## src/rtl/store_queue_if.sv

```systemverilog
// store_queue_if: groups the allocate, address, CDB, commit, load-query and
// memory-write signals of the store queue. The slave modport is the queue
// side and the master modport is the pipeline/memory side.
interface store_queue_if #(
  parameter int DEPTH  = 8,
  parameter int ADDR_W = 32,
  parameter int DATA_W = 32,
  parameter int ID_W   = 6
);
  localparam int CNT_W = $clog2(DEPTH + 1);

  // store allocate handshake
  logic                   alloc_valid;
  logic                   alloc_ready;
  logic [ID_W-1:0]        alloc_id;
  logic [DATA_W-1:0]      alloc_data;
  logic [ID_W-1:0]        alloc_data_id;
  logic                   alloc_data_rdy;
  // computed store address
  logic                   addr_valid;
  logic [ID_W-1:0]        addr_id;
  logic [ADDR_W-1:0]      addr;
  // result broadcast {tag, value}
  logic                   cdb_valid;
  logic [ID_W+DATA_W-1:0] cdb;
  // retire and squash
  logic                   commit_valid;
  logic [ID_W-1:0]        commit_id;
  logic                   commit_kill;
  logic                   flush;
  // load disambiguation query
  logic                   ld_valid;
  logic [ADDR_W-1:0]      ld_addr;
  logic                   ld_hit;
  logic                   ld_stall;
  logic [DATA_W-1:0]      ld_data;
  // memory write port
  logic                   mem_valid;
  logic                   mem_ready;
  logic [ID_W-1:0]        mem_id;
  logic [ADDR_W-1:0]      mem_addr;
  logic [DATA_W-1:0]      mem_data;
  // occupancy
  logic [CNT_W-1:0]       count;

  modport slave (
    input  alloc_valid, alloc_id, alloc_data, alloc_data_id, alloc_data_rdy,
    output alloc_ready,
    input  addr_valid, addr_id, addr,
    input  cdb_valid, cdb,
    input  commit_valid, commit_id, commit_kill, flush,
    input  ld_valid, ld_addr,
    output ld_hit, ld_stall, ld_data,
    output mem_valid, mem_id, mem_addr, mem_data,
    input  mem_ready,
    output count
  );

  modport master (
    output alloc_valid, alloc_id, alloc_data, alloc_data_id, alloc_data_rdy,
    input  alloc_ready,
    output addr_valid, addr_id, addr,
    output cdb_valid, cdb,
    output commit_valid, commit_id, commit_kill, flush,
    output ld_valid, ld_addr,
    input  ld_hit, ld_stall, ld_data,
    input  mem_valid, mem_id, mem_addr, mem_data,
    output mem_ready,
    input  count
  );
endinterface

```

## src/rtl/store_queue.sv

```systemverilog
// store_queue: circular store buffer with CDB data wakeup, address capture,
// commit/kill marking, flush recovery, in-order memory write-out and a
// combinational load disambiguation query.
// Optional feature: define STQ_FORWARD_EN to enable store-to-load forwarding;
// without it an address match only stalls the load.
// The interface instance must be built with the same DEPTH/ADDR_W/DATA_W/ID_W.
module store_queue #(
  parameter int DEPTH  = 8,
  parameter int ADDR_W = 32,
  parameter int DATA_W = 32,
  parameter int ID_W   = 6
) (
  input logic         clk,
  input logic         nrst,
  store_queue_if.slave sq
);
  localparam int PTR_W = (DEPTH > 1) ? $clog2(DEPTH) : 1;
  localparam int CNT_W = $clog2(DEPTH + 1);
  localparam int SUM_W = CNT_W + 1;

  typedef struct packed {
    logic              valid;
    logic [ID_W-1:0]   id;
    logic [DATA_W-1:0] data;
    logic [ID_W-1:0]   data_id;
    logic              data_rdy;
    logic [ADDR_W-1:0] addr;
    logic              addr_rdy;
    logic              committed;
    logic              killed;
  } entry_t;

  entry_t             entry_q [DEPTH];
  entry_t             entry_d [DEPTH];
  logic [PTR_W-1:0]   head_q, head_d;
  logic [PTR_W-1:0]   tail_q, tail_d;
  logic [CNT_W-1:0]   count_q, count_d;

  entry_t             head_e_s;
  entry_t             new_e_s;
  logic               alloc_ready_s;
  logic               mem_valid_s;
  logic               push_s;
  logic               pop_s;
  logic [CNT_W-1:0]   n_commit_s;
  logic [ID_W-1:0]    cdb_tag_s;
  logic [DATA_W-1:0]  cdb_val_s;

  logic               any_unaddr_s;
  logic               match_s;
  logic               match_rdy_s;
  logic [DATA_W-1:0]  match_data_s;
  logic               io_s;
  logic               stall_s;

  // Advance a pointer by one, wrapping at DEPTH-1 (DEPTH need not be a power of two).
  function automatic logic [PTR_W-1:0] ptr_inc(input logic [PTR_W-1:0] p);
    return (p == PTR_W'(DEPTH - 1)) ? '0 : p + PTR_W'(1);
  endfunction

  // Pointer plus an offset of at most DEPTH, modulo DEPTH.
  function automatic logic [PTR_W-1:0] ptr_add(input logic [PTR_W-1:0] p,
                                               input logic [CNT_W-1:0] n);
    logic [SUM_W-1:0] sum;
    sum = SUM_W'(p) + SUM_W'(n);
    if (sum >= SUM_W'(DEPTH)) begin
      sum = sum - SUM_W'(DEPTH);
    end
    return sum[PTR_W-1:0];
  endfunction

  assign cdb_tag_s = sq.cdb[ID_W+DATA_W-1:DATA_W];
  assign cdb_val_s = sq.cdb[DATA_W-1:0];
  assign head_e_s  = entry_q[head_q];

  // Handshake and memory-port outputs, all derived from current state and inputs.
  always_comb begin
    // full test uses the pre-pop count so a same-cycle pop never frees a slot
    alloc_ready_s = (count_q < CNT_W'(DEPTH)) && !sq.flush;
    mem_valid_s   = head_e_s.valid && head_e_s.committed && head_e_s.addr_rdy &&
                    head_e_s.data_rdy && !head_e_s.killed;
    push_s        = sq.alloc_valid && alloc_ready_s;
    // killed stores leave the head without ever touching memory
    pop_s         = (mem_valid_s && sq.mem_ready) ||
                    (head_e_s.valid && head_e_s.committed && head_e_s.killed);
    sq.alloc_ready = alloc_ready_s;
    sq.mem_valid   = mem_valid_s;
    sq.mem_id      = mem_valid_s ? head_e_s.id   : '0;
    sq.mem_addr    = mem_valid_s ? head_e_s.addr : '0;
    sq.mem_data    = mem_valid_s ? head_e_s.data : '0;
    sq.count       = count_q;
  end

  // Build the entry being allocated, including same-cycle CDB bypass.
  always_comb begin
    new_e_s         = '0;
    new_e_s.valid   = 1'b1;
    new_e_s.id      = sq.alloc_id;
    new_e_s.data_id = sq.alloc_data_id;
    if (sq.alloc_data_rdy) begin
      new_e_s.data     = sq.alloc_data;
      new_e_s.data_rdy = 1'b1;
    end else if (sq.cdb_valid && (cdb_tag_s == sq.alloc_data_id)) begin
      new_e_s.data     = cdb_val_s;
      new_e_s.data_rdy = 1'b1;
    end else begin
      new_e_s.data_rdy = 1'b0;
    end
  end

  // Next-state for entries, pointers and occupancy.
  always_comb begin
    head_d     = head_q;
    tail_d     = tail_q;
    count_d    = count_q;
    n_commit_s = '0;
    for (int i = 0; i < DEPTH; i++) begin
      entry_d[i] = entry_q[i];
      if (entry_q[i].valid && entry_q[i].committed) begin
        n_commit_s = n_commit_s + CNT_W'(1);
      end
      if (sq.cdb_valid && entry_q[i].valid && !entry_q[i].data_rdy &&
          (entry_q[i].data_id == cdb_tag_s)) begin
        entry_d[i].data     = cdb_val_s;
        entry_d[i].data_rdy = 1'b1;
      end
      if (sq.addr_valid && entry_q[i].valid && (entry_q[i].id == sq.addr_id)) begin
        entry_d[i].addr     = sq.addr;
        entry_d[i].addr_rdy = 1'b1;
      end
      if (sq.commit_valid && entry_q[i].valid && (entry_q[i].id == sq.commit_id)) begin
        entry_d[i].committed = 1'b1;
        entry_d[i].killed    = sq.commit_kill;
      end
      // squash drops everything not yet retired
      if (sq.flush && entry_q[i].valid && !entry_q[i].committed) begin
        entry_d[i] = '0;
      end
    end
    if (pop_s) begin
      entry_d[head_q] = '0;
      head_d          = ptr_inc(head_q);
    end
    if (sq.flush) begin
      // committed entries are contiguous from head, so tail lands just past them
      tail_d  = ptr_add(head_q, n_commit_s);
      count_d = n_commit_s - CNT_W'(pop_s);
    end else begin
      if (push_s) begin
        entry_d[tail_q] = new_e_s;
        tail_d          = ptr_inc(tail_q);
      end
      count_d = count_q + CNT_W'(push_s) - CNT_W'(pop_s);
    end
  end

  // State registers with synchronous active-high reset; reset abandons any pending write.
  always_ff @(posedge clk) begin
    if (nrst) begin
      for (int i = 0; i < DEPTH; i++) begin
        entry_q[i] <= '0;
      end
      head_q  <= '0;
      tail_q  <= '0;
      count_q <= '0;
    end else begin
      for (int i = 0; i < DEPTH; i++) begin
        entry_q[i] <= entry_d[i];
      end
      head_q  <= head_d;
      tail_q  <= tail_d;
      count_q <= count_d;
    end
  end

  // Scan resident stores oldest to youngest; the last address match is the youngest.
  always_comb begin
    any_unaddr_s = 1'b0;
    match_s      = 1'b0;
    match_rdy_s  = 1'b0;
    match_data_s = '0;
    for (int k = 0; k < DEPTH; k++) begin
      if (entry_q[ptr_add(head_q, CNT_W'(k))].valid &&
          !entry_q[ptr_add(head_q, CNT_W'(k))].killed) begin
        if (!entry_q[ptr_add(head_q, CNT_W'(k))].addr_rdy) begin
          any_unaddr_s = 1'b1;
        end else if (entry_q[ptr_add(head_q, CNT_W'(k))].addr == sq.ld_addr) begin
          match_s      = 1'b1;
          match_rdy_s  = entry_q[ptr_add(head_q, CNT_W'(k))].data_rdy;
          match_data_s = entry_q[ptr_add(head_q, CNT_W'(k))].data;
        end else begin
          match_s = match_s;
        end
      end
    end
  end

  // Load query outputs: stall on unknown older addresses or I/O with stores pending.
  always_comb begin
    io_s        = &sq.ld_addr;
    stall_s     = any_unaddr_s || (io_s && (count_q != '0));
    sq.ld_hit   = 1'b0;
    sq.ld_stall = 1'b0;
    sq.ld_data  = '0;
`ifdef STQ_FORWARD_EN
    stall_s = stall_s || (match_s && !match_rdy_s);
    if (sq.ld_valid) begin
      sq.ld_stall = stall_s;
      if (match_s && match_rdy_s && !stall_s && !io_s) begin
        sq.ld_hit  = 1'b1;
        sq.ld_data = match_data_s;
      end else begin
        sq.ld_hit  = 1'b0;
      end
    end else begin
      sq.ld_stall = 1'b0;
    end
`else
    // without forwarding any older store to the same address blocks the load
    stall_s = stall_s || match_s;
    if (sq.ld_valid) begin
      sq.ld_stall = stall_s;
    end else begin
      sq.ld_stall = 1'b0;
    end
`endif
  end
endmodule

```

## src/flat_wrapper.sv

```systemverilog
// flat-port wrapper written by rule: the top's interface ports become plain ports
module store_queue_flat 
#(
  parameter int DEPTH  = 8,
  parameter int ADDR_W = 32,
  parameter int DATA_W = 32,
  parameter int ID_W   = 6
)
  (clk, nrst, sq_alloc_valid, sq_alloc_id, sq_alloc_data, sq_alloc_data_id, sq_alloc_data_rdy, sq_alloc_ready, sq_addr_valid, sq_addr_id, sq_addr, sq_cdb_valid, sq_cdb, sq_commit_valid, sq_commit_id, sq_commit_kill, sq_flush, sq_ld_valid, sq_ld_addr, sq_ld_hit, sq_ld_stall, sq_ld_data, sq_mem_valid, sq_mem_id, sq_mem_addr, sq_mem_data, sq_mem_ready, sq_count);
  store_queue_if #(.DEPTH(DEPTH), .ADDR_W(ADDR_W), .DATA_W(DATA_W), .ID_W(ID_W)) sq_i ();
  input logic clk;
  input logic nrst;
  input wire logic [$bits(sq_i.alloc_valid)-1:0] sq_alloc_valid;
  input wire logic [$bits(sq_i.alloc_id)-1:0] sq_alloc_id;
  input wire logic [$bits(sq_i.alloc_data)-1:0] sq_alloc_data;
  input wire logic [$bits(sq_i.alloc_data_id)-1:0] sq_alloc_data_id;
  input wire logic [$bits(sq_i.alloc_data_rdy)-1:0] sq_alloc_data_rdy;
  output wire logic [$bits(sq_i.alloc_ready)-1:0] sq_alloc_ready;
  input wire logic [$bits(sq_i.addr_valid)-1:0] sq_addr_valid;
  input wire logic [$bits(sq_i.addr_id)-1:0] sq_addr_id;
  input wire logic [$bits(sq_i.addr)-1:0] sq_addr;
  input wire logic [$bits(sq_i.cdb_valid)-1:0] sq_cdb_valid;
  input wire logic [$bits(sq_i.cdb)-1:0] sq_cdb;
  input wire logic [$bits(sq_i.commit_valid)-1:0] sq_commit_valid;
  input wire logic [$bits(sq_i.commit_id)-1:0] sq_commit_id;
  input wire logic [$bits(sq_i.commit_kill)-1:0] sq_commit_kill;
  input wire logic [$bits(sq_i.flush)-1:0] sq_flush;
  input wire logic [$bits(sq_i.ld_valid)-1:0] sq_ld_valid;
  input wire logic [$bits(sq_i.ld_addr)-1:0] sq_ld_addr;
  output wire logic [$bits(sq_i.ld_hit)-1:0] sq_ld_hit;
  output wire logic [$bits(sq_i.ld_stall)-1:0] sq_ld_stall;
  output wire logic [$bits(sq_i.ld_data)-1:0] sq_ld_data;
  output wire logic [$bits(sq_i.mem_valid)-1:0] sq_mem_valid;
  output wire logic [$bits(sq_i.mem_id)-1:0] sq_mem_id;
  output wire logic [$bits(sq_i.mem_addr)-1:0] sq_mem_addr;
  output wire logic [$bits(sq_i.mem_data)-1:0] sq_mem_data;
  input wire logic [$bits(sq_i.mem_ready)-1:0] sq_mem_ready;
  output wire logic [$bits(sq_i.count)-1:0] sq_count;
  assign sq_i.alloc_valid = sq_alloc_valid;
  assign sq_i.alloc_id = sq_alloc_id;
  assign sq_i.alloc_data = sq_alloc_data;
  assign sq_i.alloc_data_id = sq_alloc_data_id;
  assign sq_i.alloc_data_rdy = sq_alloc_data_rdy;
  assign sq_alloc_ready = sq_i.alloc_ready;
  assign sq_i.addr_valid = sq_addr_valid;
  assign sq_i.addr_id = sq_addr_id;
  assign sq_i.addr = sq_addr;
  assign sq_i.cdb_valid = sq_cdb_valid;
  assign sq_i.cdb = sq_cdb;
  assign sq_i.commit_valid = sq_commit_valid;
  assign sq_i.commit_id = sq_commit_id;
  assign sq_i.commit_kill = sq_commit_kill;
  assign sq_i.flush = sq_flush;
  assign sq_i.ld_valid = sq_ld_valid;
  assign sq_i.ld_addr = sq_ld_addr;
  assign sq_ld_hit = sq_i.ld_hit;
  assign sq_ld_stall = sq_i.ld_stall;
  assign sq_ld_data = sq_i.ld_data;
  assign sq_mem_valid = sq_i.mem_valid;
  assign sq_mem_id = sq_i.mem_id;
  assign sq_mem_addr = sq_i.mem_addr;
  assign sq_mem_data = sq_i.mem_data;
  assign sq_i.mem_ready = sq_mem_ready;
  assign sq_count = sq_i.count;
  store_queue #(.DEPTH(DEPTH), .ADDR_W(ADDR_W), .DATA_W(DATA_W), .ID_W(ID_W)) u_core (.clk(clk), .nrst(nrst), .sq(sq_i));
endmodule
```

## config.mk

```make
export PLATFORM = sky130hd
export DESIGN_NAME = store_queue_flat
export DESIGN_NICKNAME = d
export VERILOG_FILES = /design/src/rtl/store_queue_if.sv /design/src/rtl/store_queue.sv /design/src/flat_wrapper.sv
export SDC_FILE = /design/constraint.sdc
export NUM_CORES = 2
export LEC_CHECK = 0
export ABC_AREA = 0
export BUFFER_PORTS_ARGS = -buffer_cell sky130_fd_sc_hd__buf_2
export CORE_MARGIN = 2
export CORE_UTILIZATION = 30
export CTS_CLUSTER_SIZE = 30
export DETAILED_ROUTE_END_ITERATION = 8
export GPL_TIMING_DRIVEN = 0
export HOLD_SLACK_MARGIN = 0.05
export PLACE_DENSITY_LB_ADDON = 0.08
export SYNTH_ARGS = -nofsm -noshare
export SYNTH_HDL_FRONTEND = slang
export SYNTH_SLANG_ARGS = --single-unit
```

## constraint.sdc

```tcl
create_clock -name clk -period 10.2 [get_ports clk]
set_clock_uncertainty 0.1 [all_clocks]
set_input_delay 0 -clock clk [delete_from_list [all_inputs] [get_ports clk]]
set_output_delay 0 -clock clk [all_outputs]
set_load 0.1 [all_outputs]
```

Word-level counts from Yosys, hierarchy flattened
Memory sizes are Yosys's and may differ from the RTL's. A register that Yosys moved wholly into a read port is not among the register bits.
Index checks and enable logic that the tools add are counted.
{ "op_classes": {"add_sub_neg": 29, "n_lt_le_gt_ge": 14, "eq_ne": 35, "muxes": 131, "n_bitwise": 12, "reduce_logical": 132} }
{ "ops": {"columns": ["operator", "n"], "rows": [
  ["two-way mux 648 bit", 3],
  ["two-way mux 81 bit", 18],
  ["AND 648 bit", 1],
  ["bitwise mux 648 bit", 1],
  ["NOT 648 bit", 1],
  ["demux 81 bit (select 3 bit)", 2],
  ["two-way mux 32 bit", 12],
  ["two-way mux 33 bit", 8],
  ["equality test 32 bit", 8],
  ["equality test 6 bit", 25],
  ["logical AND 1 bit", 100],
  ["two-way mux 1 bit", 55],
  ["two-way mux 3 bit", 15],
  ["greater-or-equal comparator 4 bit (second input constant)", 9],
  ["two-way mux 4 bit", 8],
  ["AND reduction 32 bit", 1],
  ["subtractor 3 x 1 -> 3 bit (second input constant)", 9],
  ["zero test 1 bit", 26],
  ["adder 4 x 1 -> 4 bit (second input constant)", 6],
  ["adder 3 x 3 -> 4 bit (second input constant)", 4],
  ["two-way mux 2 bit", 8],
  ["adder 3 x 2 -> 4 bit (second input constant)", 2],
  ["less-than comparator 4 x 1 -> 1 bit (second input constant)", 2],
  ["NOT 3 -> 4 bit", 2],
  ["other kinds (15)", 27]
]} }
{ "totals": {"register_bits": 10, "mem_bits_rw": 648, "input_bits": 169, "output_inout_bits": 110, "elab_cells": 357, "memories": 1} }
{ "mem_list": {"columns": ["name", "words", "width", "rd", "rd_clocked_by_memory_dff", "wr", "line", "text"], "rows": [
  ["u_core.entry_q", 8, 81, 17, 1, 8, "store_queue.sv:33", "entry_t entry_q [DEPTH];"]
]} }

Longest topological paths before layout
An unclocked memory read counts as a cell.
{ "depth": {"ltp_word": 30, "depth_mapped": 26} }

Least setup slack after synthesis
No wires, ideal clock.
{ "synth_path": {"path_kind": "register to output", "start": "register u_core.head_q[0]", "end": "output port sq_ld_stall", "arrival_time_ns": 5.577, "required_time_ns": 10.100, "slack_ns": 4.523, "stages_incl_launch_ff": 20, "path_buffers": 11, "cell_sequence": "dfxtp_1 buf_2 inv_1 buf_4 buf_2 buf_2 buf_2 ha_1 clkbuf_1 buf_2 buf_2 buf_2 buf_2 buf_2 mux2i_1 xnor2_1 nor4_1 nand4_1 o32a_1 a31oi_1"} }
{ "synth_via": {"elab_chain_cells": 30, "elab_cells_between_ends": 99, "classes_between": "15 x add/sub; 8 x order compare; 8 x eq/ne; 49 x mux; 18 x reduce/logical; 1 x memory"} }
{ "synth_rtl": {"columns": ["element", "line", "text"], "rows": [
  ["from (decl)", "store_queue.sv:35", "logic [PTR_W-1:0] head_q, head_d;"],
  ["from (signal assigned)", "store_queue.sv:163", "head_q <= '0;"],
  ["from (signal assigned)", "store_queue.sv:170", "head_q <= head_d;"],
  ["parallel branches: the longest is 2 deep, another holds adder 3 x 1 -> 4 bit", null, null],
  ["memory read (8 x 81 bit) (*)", null, null],
  ["equality test 32 bit", "store_queue.sv:187", "end else if (entry_q[ptr_add(head_q, CNT_W'(k))].addr == sq.ld_addr) begin"],
  ["two-way mux 1 bit", "store_queue.sv:187", null],
  ["two-way mux 1 bit", "store_queue.sv:185", "if (!entry_q[ptr_add(head_q, CNT_W'(k))].addr_rdy) begin"],
  ["two-way mux 1 bit", "store_queue.sv:183", "if (entry_q[ptr_add(head_q, CNT_W'(k))].valid &&"],
  ["two-way mux 1 bit", "store_queue.sv:187", null],
  ["two-way mux 1 bit", "store_queue.sv:185", null],
  ["[13 not listed]", null, null],
  ["two-way mux 1 bit", "store_queue.sv:187", null],
  ["two-way mux 1 bit", "store_queue.sv:185", null],
  ["two-way mux 1 bit", "store_queue.sv:183", null],
  ["two-way mux 1 bit", "store_queue.sv:187", null],
  ["two-way mux 1 bit", "store_queue.sv:185", null],
  ["two-way mux 1 bit", "store_queue.sv:183", null],
  ["logical OR 1 bit (*)", "store_queue.sv:220", "stall_s = stall_s || match_s;"],
  ["two-way mux 1 bit (*)", "store_queue.sv:221", "if (sq.ld_valid) begin"],
  ["to (decl)", "flat_wrapper.sv:31", "output wire logic [$bits(sq_i.ld_stall)-1:0] sq_ld_stall;"]
]} }
Every way passes the cells marked *.

Final worst setup path
Same ends and word-level chain as after synthesis.

==> metrics.md <==
| Metric | Value |
|---|---|
| Status | `finished, violations left` |
| Failing checks | `max-capacitance violations, max-slew violations, negative setup slack` |
| Core Util, Final | `35.4%` |
| CP startpoint kind | `flip-flop` |
| Die ar. | `169000 um^2` |
| P per Cell Area | `111 nW/um^2` |
| Post-synthesis sequential area ratio | `26.6%` |
| Minimum clock period | `10280 ps` |
| Synth Area in Compound Gates | `7.74%` |
| Layout area overhead | `17.2%` |
| Total gr overflow | `0` |
| Crit path launch | `u_core.head_q[0]$_SDFFE_PP0N_` |
| CTS tree | `yes` |
| DRT Pass-1 Iters | `5` |
| Number of remaining DRC errors | `0` |
| RSZ-0062 raised after global routing | `no` |
| Yosys top cell by area | `dfxtp_1` |
| Worst setup slack after layout | `-77.9 ps` |
| Routed Antenna Nets | `0` |
| Synth Cell Area | `49800 um^2` |
| Total negative slack | `-77.9 ps` |
| Ys async rst share | `0%` |
| Post-synth cell types | `69` |
| Tot GR Track Use | `33.1%` |
| Rows | `149` |
| Vias in the first global route | `43200` |
| Core Area | `165000 um^2` |
| Largest family of logic cells by synthesized area | `multiplexers` |
| Wirelength per Cell | `39.2 um` |
| Via-per-instance ratio | `6.12` |
| Crit path capture type | `output pin` |
| Top FF cell, synth | `dfxtp_1` |
| HP Class | `input port to flip-flop` |
| IO Port Bufs | `129` |
| Crit Path Class | `flip-flop to output pin` |
| Fmax | `97.3 MHz` |
| Post-synth EDFFs | `0` |
| Adder-Cell Fraction of Synth Area | `0.708%` |
| LEAKAGE | `23.1 nW` |
| Final setup viols | `1` |
| Most used cell, CP | `buf_2` |
| WP data required | `10100 ps` |
| Most common cell after layout, fill and taps aside | `mux2i_1` |
| Syn Inst Count | `4613` |
| Max incr delay on CP | `830 ps` |
| CTS root buffer | `clkbuf_16` |
| Routability cong. | `1.08` |
| Worst path slowest cell | `buf_2` |
| Number of synthesized register bits | `661` |
| Worst vdd ir | `0.116 mV` |
| Fin nets | `5265` |
| CTS buffer count | `86` |
| Worst slew pin tran | `1730 ps` |
| Synth Area in XOR/XNOR | `7.81%` |
| DP HPWL | `210000 um` |
| Dominant cells by area after synthesis | `dfxtp_1 27%, mux4_2 25%, mux2i_1 19%, xnor2_1 5.0%, nor2_1 3.7%` |
| Mux share of post-synthesis cell area | `43.2%` |
| Die Y | `412 um` |
| Crit path DAT | `10180 ps` |
| WP depth | `20` |
| R2R setup slack | `2880 ps` |
| Filler Cells Inserted | `16900` |
| H-tree level count | `3` |
| Reg clk slew, reported paths | `60 ps` |
| Max-cap violations | `6` |
| Crit path buffers/inverters | `11` |
| WL final | `288000 um` |
| Post-CTS setup buffers | `0` |
| Die width | `412 um` |
| CP top delay family | `buffers and inverters` |
| Final Max Slew Viols | `67` |
| Critical Path End | `sq_ld_stall` |
| R2R depth | `16` |
| R2r startpoint | `u_core.head_q[0]$_SDFFE_PP0N_` |
| Worst rel slew slack | `-15.5%` |
| Syn avg cell area | `10.8 um^2` |
| Most frequent cells in the layout | `926 x mux2i_1, 661 x dfxtp_1, 543 x mux4_2` |
| Clk sink count | `661` |
| Tcrit/Tclk final | `101%` |
| Fin. Hold Viols | `0` |
| Initial antenna violation count | `40` |
| First-iteration detailed-routing DRC count | `5215` |
| Initial Utilization | `30.2%` |
| First-pass GRT wire length | `387000 um` |
| Simple-Gate Fraction of Synth Area | `8.81%` |
| Warnings from Yosys | `0` |
| Share of layout cells above drive strength 1 | `20.7%` |
| Critical-path maximum fanout | `10` |
| Crit path cell chain | `buf_2 > inv_1 > buf_4 > buf_2 > buf_2 > buf_2 > ha_1 > clkbuf_1 > buf_2 > buf_2 > buf_2 > mux4_2 > xor2_1 > o21ai_0 > nand4_1 > nor4_1 > o2111ai_1 > o32a_1 > a31oi_1 > buf_2` |
| Top-area cell type share of the netlist area | `26.6%` |
| Largest net degree at the start of global routing | `18` |
| Ports | `279` |
| Clock latency on the worst-skew pair | `730 ps` |
| Max Buffers Root-to-Sink | `3` |
| Via count | `44900` |
## stage by stage
stage / cell area (um^2) / setup slack [ps] / cells / hold WS [ps] / power (W)
3_5_place_dp: 53400 / 1260 / 6967 / 160 / 0.00326
5_1_grt: 58400 / 190 / 7327 / 177 / 0.00664
4_1_cts: 58300 / 403 / 7321 / 128 / 0.00652
2_1_floorplan: 50000 / 4520 / 4645 / 25.5 / 0.00302
3_3_place_gp: 53300 / 1120 / 6963 / 150 / 0.00326
6_report: 58400 / -77.9 / 7338 / 173 / 0.00646
## state kept, by name, indices dropped and copies added (netlist names), named ones only
name,count
u_core.tail_q,3
u_core.sq.count,4
u_core.head_q,3
u_core.entry_q,648
## repair_timing
action	in CTS	in global routing
endpoints found under the hold margin	645	0
gates resized for setup	0	0
endpoints found under the setup margin	0	0
hold buffers	201	0
## worst register-to-register path, delay by kind of cell, from the launching register on
kind | cells | cell delay (ps)
fa+ha+maj | 1 | 270
buf+inv | 12 | 6060
flops | 1 | 340
compound gates | 1 | 130
simple gates | 2 | 310
## worst min-delay path by stage
stage,from,end,slack [ps],depth (start not counted)
4_1_cts,sq_addr[9],u_core.entry_q[2][12]$_SDFF_PP0_,130,4
2_1_floorplan,sq_alloc_data_id[2],u_core.entry_q[0][38]$_SDFF_PP0_,30,1
3_5_place_dp,sq_alloc_id[4],u_core.entry_q[1][78]$_SDFF_PP0_,160,2
5_1_grt,sq_addr[8],u_core.entry_q[0][11]$_SDFF_PP0_,180,4
3_3_place_gp,sq_alloc_id[4],u_core.entry_q[1][78]$_SDFF_PP0_,150,2
6_report,sq_addr[9],u_core.entry_q[1][12]$_SDFF_PP0_,170,4
## layout make-up
| cell class | count | area, um^2 | area share [%] |
|---|---|---|---|
| multi-input cells | 3412 | 34200 | 58.5 |
| clock inverters | 27 | 442 | 0.756 |
| flip-flops and latches | 661 | 13200 | 22.7 |
| inverters | 42 | 158 | 0.270 |
| plain buffers | 530 | 2440 | 4.17 |
| diodes | 15 | 37.5 | 0.0643 |
| clock buffers | 126 | 2450 | 4.20 |
| repair buffers | 336 | 2750 | 4.71 |
| well taps | 2189 | 2740 | 4.69 |
## where the power goes
part | leakage, nW | internal, W | switching (W) | total [W]
Sequential | 5.33 | 0.00260 | 0.0000149 | 0.00261
Combinational | 16.4 | 0.000196 | 0.000471 | 0.000667
Clock | 1.40 | 0.00181 | 0.00138 | 0.00319
Total | 23.1 | 0.00460 | 0.00186 | 0.00646
## routing by layer
metal | vias to the layer above | track usage, % | share of wire (%) | routed length, um
li1 | 18300 | - | - | -
met1 | 23300 | 43.4 | 42 | 120000
met2 | 2590 | 49.7 | 43 | 124000
met3 | 676 | 9.51 | 9.2 | 26600
met4 | 34 | 16.5 | 6.0 | 17200
met5 | - | 0 | 0.089 | 255
## kinds of logic after synthesis
family / after synthesis
muxes: 1473
buffers and inverters: 572
DFF: 661
and+or+nand+nor: 935
AOI/OAI and AO/OA: 504
xor gates and xnor gates: 440
other: 1
adders and majority gates: 27
## synth_stat cells (38+ instances only)
library cell and number:
a22oi_1 48, nand2_1 105, mux4_2 543, buf_4 50, clkbuf_1 226, nor4_1 65
inv_1 38, xor2_1 152, buf_1 119, nor2_1 493, o22a_1 148, xnor2_1 285
o22ai_1 114, nand3_1 71, nand4_1 55, a22o_1 96, dfxtp_1 661, buf_2 128
nor2b_1 42, mux2i_1 926
(Power assumes the default switching activity.)
